==> config.mk <==
export PLATFORM = sky130hd
export DESIGN_NAME = ext_pipe
export DESIGN_NICKNAME = d
export VERILOG_FILES = /design/src/rtl/ext_pkg.sv /design/src/rtl/ext_core.sv /design/src/rtl/ext_pipe.sv
export SDC_FILE = /design/constraint.sdc
export NUM_CORES = 1
export LEC_CHECK = 0
export ABC_AREA = 1
export CAP_MARGIN = 20
export CORE_ASPECT_RATIO = 0.9
export CORE_MARGIN = 1
export CORE_UTILIZATION = 50
export DETAILED_ROUTE_END_ITERATION = 16
export DONT_BUFFER_PORTS = 1
export GPL_TIMING_DRIVEN = 1
export HOLD_SLACK_MARGIN = 0.08
export PLACE_DENSITY_LB_ADDON = 0.2
export SLEW_MARGIN = 20
export SYNTH_ARGS = -nofsm -noshare
export SYNTH_HDL_FRONTEND = slang
export SYNTH_HIERARCHICAL = 1
export SYNTH_SLANG_ARGS = --single-unit
==> constraint.sdc <==
create_clock -name clk -period 2.21 [get_ports clk]
set_input_delay 0 -clock clk [delete_from_list [all_inputs] [get_ports clk]]
set_output_delay 0 -clock clk [all_outputs]
set_load 0.1 [all_outputs]
==> src/rtl/ext_pkg.sv <==
`default_nettype none
// +----------------------------------------------------------------------+
// | ext_pkg : shared extension opcodes for the immediate extender         |
// | rev 1.0                                                               |
// +----------------------------------------------------------------------+
package ext_pkg;
  localparam int EXT_ZERO   = 0;
  localparam int EXT_SIGN   = 1;
  localparam int EXT_LUI    = 2;
  localparam int EXT_BRANCH = 3;
  localparam int EXT_OP_MAX = 3;
endpackage
`default_nettype wire

==> src/rtl/ext_core.sv <==
`default_nettype none
// +----------------------------------------------------------------------+
// | ext_core : combinational immediate extender (zero/sign/lui/branch)    |
// | rev 1.0                                                               |
// +----------------------------------------------------------------------+
module ext_core
  import ext_pkg::*;
#(
  parameter int IMM_W  = 16,
  parameter int DATA_W = 32,
  parameter int OP_W   = 4
) (
  input  logic [IMM_W-1:0]  imm,
  input  logic [OP_W-1:0]   op,
  output logic [DATA_W-1:0] result
);
  logic signed [IMM_W-1:0]  imm_s;
  logic signed [DATA_W-1:0] sext;
  logic [DATA_W-1:0]        zext;

  always_comb begin
    imm_s = $signed(imm);
    sext  = DATA_W'(imm_s);
    zext  = DATA_W'(imm);
    case (int'(op))
      EXT_ZERO:   result = zext;
      EXT_SIGN:   result = $unsigned(sext);
      // Shift by zero is legal, so IMM_W == DATA_W needs no special case.
      EXT_LUI:    result = zext << (DATA_W - IMM_W);
      EXT_BRANCH: result = $unsigned(sext) << 2;
      default:    result = '0;
    endcase
  end
endmodule
`default_nettype wire

==> src/rtl/ext_pipe.sv <==
`default_nettype none
// +----------------------------------------------------------------------+
// | ext_pipe : pipelined immediate extender with 2-entry skid buffer      |
// | optional macro EXT_ILLEGAL_TRAP_EN adds sticky out_err. rev 1.0       |
// +----------------------------------------------------------------------+
module ext_pipe
  import ext_pkg::*;
#(
  parameter int IMM_W  = 16,
  parameter int DATA_W = 32,
  parameter int OP_W   = 4
) (
  input  logic              clk,
  input  logic              reset_n,
  input  logic              flush,
  input  logic              in_valid,
  output logic              in_ready,
  input  logic [IMM_W-1:0]  in_imm,
  input  logic [OP_W-1:0]   in_op,
  output logic              out_valid,
  input  logic              out_ready,
`ifdef EXT_ILLEGAL_TRAP_EN
  output logic              out_err,
`endif
  output logic [DATA_W-1:0] out_imm
);
  logic              out_valid_q, out_valid_d;
  logic [DATA_W-1:0] out_imm_q, out_imm_d;
  logic              skid_valid_q, skid_valid_d;
  logic [DATA_W-1:0] skid_imm_q, skid_imm_d;
  logic [DATA_W-1:0] ext_res;
  logic              accept;
  logic              drain;

  ext_core #(.IMM_W(IMM_W), .DATA_W(DATA_W), .OP_W(OP_W)) u_core (
    .imm    (in_imm),
    .op     (in_op),
    .result (ext_res)
  );

  assign in_ready  = ~skid_valid_q;
  assign out_valid = out_valid_q;
  assign out_imm   = out_imm_q;
  assign accept    = in_valid & in_ready & ~flush;
  assign drain     = out_valid_q & out_ready;

  always_comb begin
    out_valid_d  = out_valid_q;
    out_imm_d    = out_imm_q;
    skid_valid_d = skid_valid_q;
    skid_imm_d   = skid_imm_q;
    if (flush) begin
      out_valid_d  = 1'b0;
      skid_valid_d = 1'b0;
    end else if (drain && skid_valid_q) begin
      // Skid full means in_ready was low, so nothing new arrives this edge.
      out_imm_d    = skid_imm_q;
      skid_valid_d = 1'b0;
    end else if (drain || !out_valid_q) begin
      out_valid_d = accept;
      if (accept) out_imm_d = ext_res;
    end else if (accept) begin
      skid_valid_d = 1'b1;
      skid_imm_d   = ext_res;
    end
  end

  always_ff @(posedge clk or negedge reset_n) begin
    if (!reset_n) begin
      out_valid_q  <= 1'b0;
      out_imm_q    <= '0;
      skid_valid_q <= 1'b0;
      skid_imm_q   <= '0;
    end else begin
      out_valid_q  <= out_valid_d;
      out_imm_q    <= out_imm_d;
      skid_valid_q <= skid_valid_d;
      skid_imm_q   <= skid_imm_d;
    end
  end

`ifdef EXT_ILLEGAL_TRAP_EN
  logic err_q, err_d;

  always_comb begin
    err_d = err_q | (accept & (int'(in_op) > EXT_OP_MAX));
  end

  always_ff @(posedge clk or negedge reset_n) begin
    if (!reset_n) err_q <= 1'b0;
    else          err_q <= err_d;
  end

  assign out_err = err_q;
`endif
endmodule
`default_nettype wire
==> Word-level counts from Yosys, hierarchy flattened <==
Index checks and enable logic that the tools add are counted.
{ "totals": {"regBits": 66, "input_bits": 25, "out_inout_bits": 34, "elab_cells": 39} }
{ "classes": {"eq_ne": 5, "n_mux": 11, "bitwise_logic": 7, "reduce_logical": 12} }
{ "op_table": {"columns": ["operator", "count"], "rows": [
  ["case mux 32 bit (4 select lines)", 1],
  ["2-to-1 mux 32 bit", 3],
  ["== test 4 x 2 -> 1 bit, second input constant", 2],
  ["2-to-1 mux 1 bit", 7],
  ["nonzero test 2 bit", 3],
  ["== test 4 x 1 -> 1 bit, second input constant", 1],
  ["zero test 4 bit", 1],
  ["NOT 1 bit", 4],
  ["AND reduction 2 bit", 2],
  ["AND reduction 4 bit", 1],
  ["AND 1 bit", 3],
  ["inequality test 3 bit, second input constant", 1],
  ["AND reduction 3 bit", 1],
  ["nonzero test 3 bit", 1],
  ["inequality test 2 bit, second input constant", 1],
  ["logical AND 1 bit", 1],
  ["zero test 1 bit", 1],
  ["logical OR 1 bit", 1]
]} }

==> Depth between registers and ports, before layout <==
Gate-level depths: netlist (run 1).
{ "logic_depth": {"depth_word": 7, "mapped_depth": 10, "mapped_depth_nobuf": 9} }

==> By module <==
Netlist (run 1), hierarchy kept.
{ "modules_own_cells": {"columns": ["module", "instances", "cells_per_inst", "area_each_um2", "seq_area_each_um2"], "rows": [
  ["ext_pipe", 1, 396, 3116.7, 1651.6],
  ["ext_core", 1, 98, 447.9, 0.0]
]} }

==> Worst setup path before layout (run 1) <==
No wires, ideal clock.
{ "synth_path": {"path_type": "reg-to-reg", "start": "register out_valid_q, in the netlist out_valid", "end": "register skid_imm_q[24]", "setup_time_ns": 0.126, "arrival_time_ns": 1.686, "required_ns": 2.084, "path_slack_ns": 0.398, "stages_incl_launch_ff": 7, "path_buffers": 1, "period_less_slack_ns": 1.812, "path_cell_list": "dfrtp_1 -> nand2_1 -> inv_1 -> nand3_4 -> buf_2 -> nand2_1 -> o21ai_0"} }
{ "synth_via": {"elab_chain_cells": 4, "elab_cells_between_ends": 7, "classes_between": "bitwise: 3; reduce/logical: 4"} }
{ "synth_lines": {"columns": ["item", "line_no", "source"], "rows": [
  ["from (decl)", "ext_pipe.sv:27", "logic out_valid_q, out_valid_d;"],
  ["from (signal assigned)", "ext_pipe.sv:75", "out_valid_q <= out_valid_d;"],
  ["AND 1 bit / zero test 1 bit (equally long branches)", "ext_pipe.sv:45, ext_pipe.sv:59", null],
  ["logical OR 1 bit / logical AND 1 bit (equally long branches)", "ext_pipe.sv:59, ext_pipe.sv:55", null],
  ["NOT 1 bit (no source line)", null, null],
  ["AND reduction 4 bit (no source line) *", null, null],
  ["to (signal assigned)", "ext_pipe.sv:78", "skid_imm_q <= skid_imm_d;"],
  ["to (decl)", "ext_pipe.sv:30", "logic [DATA_W-1:0] skid_imm_q, skid_imm_d;"]
]} }
Every way passes the cells marked *; elsewhere a longest branch is shown, timed or not.
A chain may end at the register's enable or synchronous reset.

==> Final worst setup path (run 1) <==
{ "layout_path": {"start": "input in_op[1]", "end": "register out_imm_q[11], in the netlist out_imm[11]"} }
{ "layout_via": {"elab_chain_cells": 5, "elab_cells_between_ends": 8, "classes_between": "eq/ne: 3; mux: 4; reduce/logical: 1"} }
{ "layout_lines": {"columns": ["item", "line_no", "source"], "rows": [
  ["from (decl)", "ext_pipe.sv:19", "input logic [OP_W-1:0] in_op,"],
  ["== test 4 x 2 -> 1 bit, or another cell as far along", "ext_core.sv:25", "case (int'(op))"],
  ["case mux 32 bit (4 select lines) *", "ext_core.sv:25", null],
  ["named net ext_res[11]", "ext_pipe.sv:31", "logic [DATA_W-1:0] ext_res;"],
  ["2-to-1 mux 32 bit *", "ext_pipe.sv:61", "if (accept) out_imm_d = ext_res;"],
  ["2-to-1 mux 32 bit *", "ext_pipe.sv:59", "end else if (drain || !out_valid_q) begin"],
  ["2-to-1 mux 32 bit *", "ext_pipe.sv:55", "end else if (drain && skid_valid_q) begin"],
  ["to (signal assigned)", "ext_pipe.sv:76", "out_imm_q <= out_imm_d;"],
  ["to (decl)", "ext_pipe.sv:28", "logic [DATA_W-1:0] out_imm_q, out_imm_d;"]
]} }
Mark *: on every way through the listed nets, which the timed path passes. The rest lies on a longest branch. The select of a mux whose other input is x is not followed.

==> results of run 1 <==
## final cells by class
type                    instances  area, um2
clock buffers                  10        138
clock inverters                 6       80.1
fillers                       624       2370
inverters                      43        161
multi-input cells             355       1560
flip-flops and latches         66       1650
well taps                      90        113
repair buffers                 73        648
## per-layer routing
layer	GRT usage, %	part of all wire (%)	up-vias
met5	0	0	-
met4	5.71	0.85	0
met3	7.33	6.8	7
met2	41.0	46	102
met1	35.1	46	1645
li1	-	-	1661
## power breakdown
part           internal [uW]  leakage, uW  switching, uW
Sequential              1320     0.000901           59.9
Combinational            201      0.00133            649
Clock                    658     0.000116            462
## cells in the final DEF (no fill, tap or decap), types with 4 or more instances in the layout
cell	synthesis	final
dlygate4sd3_1	0	32
buf_4	1	40
o21ai_1	20	20
inv_1	41	41
nand3_1	89	89
clkinv_2	0	4
o21ai_0	12	12
nand2_1	217	217
clkbuf_8	0	10
dfrtp_1	66	66
## per-stage QoR
step | instances | worst slack [ns]
final | 643 | 0.273
after global routing | 643 | 0.0938
after CTS | 643 | 0.342
after detailed placement | 594 | 0.578
after global placement | 594 | 0.651
after floorplan | 494 | 0.398
## kinds of logic (layout without fill, tap and decap cells)
kind of cell	after synthesis	count (layout)	share of synthesized area (%)
AOI/OAI and AO/OA	35	35	4.98
buffers and inverters	73	132	9.79
DFF	66	66	46.3
and+or+nand+nor	320	320	38.9
## registers in the layout (all words and copies together) (netlist names)
register / flops
out_imm: 32
skid_imm_q: 32
out_valid: 1
skid_valid_q: 1
## path summary, 6_finish.rpt
check | start | cells past startpoint | slack (ns) | to
worst max-delay path | in_op[1] | 10 | 0.27 | out_imm[11]
worst min-delay path | in_op[0] | 6 | 0.12 | skid_imm_q[3]
worst max register to register | skid_valid_q | 3 | 0.54 | skid_imm_q[6]
worst min register to register | skid_imm_q[22] | 2 | 0.49 | skid_imm_q[22]
max in group asynchronous | reset_n | 2 | 1.74 | skid_imm_q[10]
min in group asynchronous | reset_n | 2 | 0.19 | skid_imm_q[17]
## what timing repair did
item                                   CTS  global route
setup buffers                            0             0
endpoints found under the hold margin  130             0
hold buffers                            33             0
## critical path, delay by kind of cell
kind	cells	cell delay, ns
buf+inv	2	1.29
simple gates	8	0.92
==> metrics list, run 1 <==
- On the worst path, the slowest cell contributes a delay of 0.72 ns.
* Count of final max-slew check failures: 0
* Hold WC Path Type: in2reg
* Library cell with the highest instance count after synthesis: nand2_1
- The HPWL after detailed placement is 5.38 mm.
- Setup repair after global routing left no endpoint under its margin.
- Status: completed
- Wire length of the first global-routing pass: 15.0 mm
- Share of flip-flops with an asynchronous set or reset: 100%
- Cells after Synth: 494
- Root Buffer: clkbuf_8
- CTS built an H-tree with a depth of 3.
* Per-instance average area after synthesis: 7.22 um2
- After detailed routing, the number of remaining DRC violations is 0.
- Predominant post-synthesis flop cell: dfrtp_1
- Buffers inserted during clock tree synthesis total 9.
* Max-cap check violation count: 0
- Most common cell type on the critical path: nand2_1
- In this run the remaining antenna-violating nets after routing total 0.
- Maximum clock path buffer count: 2
* Cells traversed along the worst timing path: dlygate4sd3_1 > nand2_2 > nor2_4 > nand2_1 > dlygate4sd3_1 > nand2_1 > nand2_1 > nand2_1 > nand2_1 > nand2_1
- Share of the clock period used by the worst path: 87.6%
- For this run, the top clock speed supported by timing is 516 MHz.
- The count of buffers added on input and output ports is 0.
- The die covers 7470 um2.
* Max rail drop VDD: 506 uV
* Crit start category: input port
- The post-route netlist has 12.5% of its cells at a drive strength greater than 1.
- For this design the top-level I/O count stands at 59.
- Width of the die: 91 um
* Total global-route track usage: 25.6%
- The initial antenna violation count is 0.
- Row generation in the floorplan step produced 28 rows.
* Gp weighted congestion: 0.927
- Post-route core utilization: 64.8%
- Clock slew seen by the registers of the worst setup and hold paths: 0.07 ns
* Final min period: 1.94 ns
- The biggest area contributor in the post-synthesis netlist is dfrtp_1.
- The synthesized design contains 0 enable-type register cells.
- 0 antenna diodes ended up in the layout.
* Yosys warns: 6
- Portion of the post-synthesis area used by sequential elements: 46.3%
- Counting every net in the synthesized netlist gives 519.
- Data required time of the worst path: 2.49 ns
- After synthesis, the netlist uses 21 different library cells.
* Vias post-DR: 3,415
* Power per Cell Area: 769 nW/um2
- Using the TritonRoute via totals, the vias-per-cell ratio works out to 5.31.
* Die H: 82.1 um
- Type of the worst setup path: in2reg
* Critical Path Slowest Stage Cell: dlygate4sd3_1
- Pin count of the biggest net entering global routing: 67
- Number of flip-flops and latches in the synthesized netlist: 66
- Top area cells in the synthesized netlist: dfrtp_1 46%, nand2_1 23%, nand3_1 12%
- Summed over all cells, the static leakage comes to 0.00235 uW.
* Area growth syn-to-layout: 22.2%
* Detailed Routing Iterations Pass 1: 5
- Clock tree from TritonCTS: yes
* Post-layout total power: 3350 uW
- By count the netlist is led by 217 x nand2_1, 89 x nand3_1, 66 x dfrtp_1.
- Nature of the critical path endpoint: register
- Post-placement cell area: 3790 um2
- The initial utilization of the core area, before any placement, comes to 53.0%.
- Sink count of the clock tree: 66
* NumNets Final: 573
- The number of failing hold endpoints at the final stage is 0.
- At the pin with the least slew margin, the transition time is 0.673 ns.
- Summed over all layers, the routed wires come to 8.86 mm.
- Setup violations remaining at the end of the flow were counted as 0.
- The core region is 6730 um2.
- Skew-Pair Late Insertion Delay: 0.34 ns
* Worst setup skew after layout: 0.00864 ns
* Smallest hold slack: 0.121 ns
- The number of global-route vias before repair is 3,110.
* Setup TNS Final: 0 ns
* Initial DRC Count: 246
- Summed over all layers, the global routing overflow is 0.
- Rel. slew slack: 55.1%
* Synthesized area: 3560 um2
- Along the worst path, the maximum fanout reaches 14.
- Post-CTS resize count: 0
- Summing all non-filler instances in the final layout gives an area of 4360 um2.
- Proportion of netlist area held by the largest area contributor: 46.3%
- After detailed routing, the average wire length per cell comes to 13.8 um.
- Signal arrival time at the worst endpoint: 2.22 ns
Note: power is estimated with default switching activity, not from simulation.
==> inputs of run 2 (changes only) <==
CORE_ASPECT_RATIO = 1.25   (was 0.9)
PLACE_DENSITY = 0.62   (was unset)
PLACE_DENSITY_LB_ADDON = unset   (was 0.2)
TNS_END_PERCENT = 50   (was unset)
==> metrics list, run 2 (synthesized netlist as in run 1, its figures left out) <==
* DRC errors left: 0
- After the first detailed-routing iteration, the DRC count stood at 318.
- The initial antenna violation count is 1.
* Routed wire length: 9.47 mm
* Reg2Reg Launch Point: out_valid
* Maximum clock path buffer count: 2
* Reg-to-reg setup timing slack: 0.44 ns
- Number of fillers in the final layout: 628
* Most Used Layer, Global Route: met2
- Final antenna-violating net count: 0
- Number of clock buffers inserted by TritonCTS: 9
- Hold WC Path Type: in2reg
- Width of the die: 77.5 um
* Combinational power share: 25.1%
- The worst hold path was traced through 6 stages.
* Die H: 96.4 um
- Status: completed
- Power spent charging and discharging nets: 1190 uW
- Broken down by cell family, the worst path's largest delay share belongs to buffers and inverters.
- Once layout is done, the placed cells without fillers occupy 4380 um2.
- Std cell rows: 34
- The first global-routing pass estimated 15.6 mm of wire.
- Signal arrival time at the worst endpoint: 2.26 ns
- After layout, the minimum clock period comes to 1.97 ns.
- In this run the most critical hold path is launched from in_op[0].
* Met1 demand-to-capacity share in global routing: 31.8%
* Number of hold-repair buffers added at the cts stage: 33
- FF-to-FF path depth: 5
* Nature of the critical path endpoint: register
- Maximum level of the CTS H-tree: 3
- Root Buffer: clkbuf_8
* Sink count of the clock tree: 66
- In this run the worst path has a maximum fanout of 15.
- Most common cell after layout, fill and taps aside: nand2_1
* Destination of the worst hold path: skid_imm_q[5]
- Type of the worst setup path: in2reg
- Post-layout total power: 3400 uW
* Detail Placement HPWL: 5.85 mm
- Post-CTS resize count: 0
- Buffers added to address setup during post-CTS repair amount to 0.
- For this design the top-level I/O count stands at 59.
- Initial core utilization: 51.4%
* IO buf count: 0
- Walking the worst path, the cells encountered are dlygate4sd3_1 > inv_2 > nor2_4 > nand3_1 > dlygate4sd3_1 > nand2_1 > nand2_1 > nand2_1 > nand2_1 > nand2_1.
* Skew-Pair Late Insertion Delay: 0.35 ns
* Detailed Routing Iterations Pass 1: 4
- Setup violations remaining at the end of the flow were counted as 0.
* Clock tree from TritonCTS: yes
- Pin count of the biggest net entering global routing: 67
* Post-placement cell area: 3800 um2
- Worst setup skew after layout: 0.00796 ns
- CORE AREA: 6930 um2
* Rel. slew slack: 55.5%
* Setup TNS Final: 0 ns
- The final layout contains 574 nets.
* Count of final max-slew check failures: 0
- For met3 alone, demand over resource in global routing was 3.10%.
- The worst setup path is launched from an input port.
- Register area: 1650 um2
- Max-cap check violation count: 0
* Via density: 5.27
- Combined area of the multi-input logic cells: 1560 um2
* Worst Tran Pin Value: 0.667 ns
* Fraction of final layout cells sized beyond drive strength 1: 12.5%
- Total global-route track usage: 27.3%
- Summing over every cut layer, the via total after detailed routing is 3,397.
* Die footprint: 7470 um2
- Based on the critical path, the design can be clocked at up to 508 MHz.
* Highest-count cells in the layout ignoring fill and taps: 217 x nand2_1, 89 x nand3_1, 66 x dfrtp_1
- Number of global-route vias before repair: 3,295
- Global route overflow: 0
- For this run, global-route usage on met2 was measured as 49.2%.
- Switching power share of the total: 34.8%
* RSZ-0062 raised after global routing: no
* Share of the clock period used by the worst path: 89.2%
- Reported leakage power: 0.00235 uW
- Power Internal: 2220 uW
* Clock share of power: 34.4%
- STA puts the critical path data required time at 2.50 ns.
- Most common cell type on the critical path: nand2_1
* Buffers plus inverters on the worst setup path: 3
- Clock slew seen by the registers of the worst setup and hold paths: 0.07 ns
* Critical Path Slowest Stage Cell: dlygate4sd3_1
* Slowest cell delay on critical path: 0.73 ns
- Power per Cell Area: 778 nW/um2
* Reg power frac: 40.5%
* Gp weighted congestion: 0.954
- Area growth syn-to-layout: 22.8%
* Final Hold Vio Count: 0
- In this run the critical register-to-register path is captured at skid_valid_q.
* Max rail drop VDD: 405 uV
- Dividing the detail-routed wire length by the instance count gives 14.7 um.
[run 2: area by class of cell]
class	count	area share [%]
Sequential cell	66	37.7
Multi-Input combinational cell	355	35.7
Timing Repair Buffer	74	15.0
Inverter	43	3.69
Clock buffer	12	3.54
Tap cell	90	2.57
Clock inverter	4	1.69
Antenna cell	1	0.0572
[run 2: stage by stage]
stage          hold slack [ns]  cells  utilization [%]  setup WS, ns
6_report                 0.102    645             63.1         0.240
5_1_grt                  0.133    645             63.1         0.121
4_1_cts                 0.0903    644             63.1         0.281
3_5_place_dp            -0.293    595             54.8         0.595
3_3_place_gp            -0.294    595             54.8         0.635
2_1_floorplan           -0.296    494                -         0.398
[run 2: power groups by stage]
stage	logic (uW)	clock network, uW	registers, uW
6_report	855	1170	1380
5_1_grt	910	1240	1390
4_1_cts	856	1180	1380
3_5_place_dp	773	0	1400
3_3_place_gp	765	0	1390
2_1_floorplan	251	0	1780
[run 2: worst max-delay path by stage]
stage,startpoint,endpoint,slack (ns),cells after the start
5_1_grt,in_op[1],out_imm[30],0.12,10
3_5_place_dp,out_valid,skid_imm_q[3],0.59,4
3_3_place_gp,out_valid,skid_imm_q[26],0.64,4
6_report,in_op[1],out_imm[28],0.24,10
2_1_floorplan,out_valid,skid_imm_q[24],0.40,6
4_1_cts,in_op[1],out_imm[30],0.28,10
[run 2: worst min-delay path, delay by kind of cell]
kind	cells	cell delay [ns]
AOI/OAI and AO/OA	1	0.07
and+or+nand+nor	4	0.28
buffers and inverters	1	0.05
[run 2: layer usage]
metal	part of all wire (%)	vias to the layer above
met5	0	-
met4	3.1	0
met3	4.9	31
met2	50	111
met1	42	1585
li1	-	1670
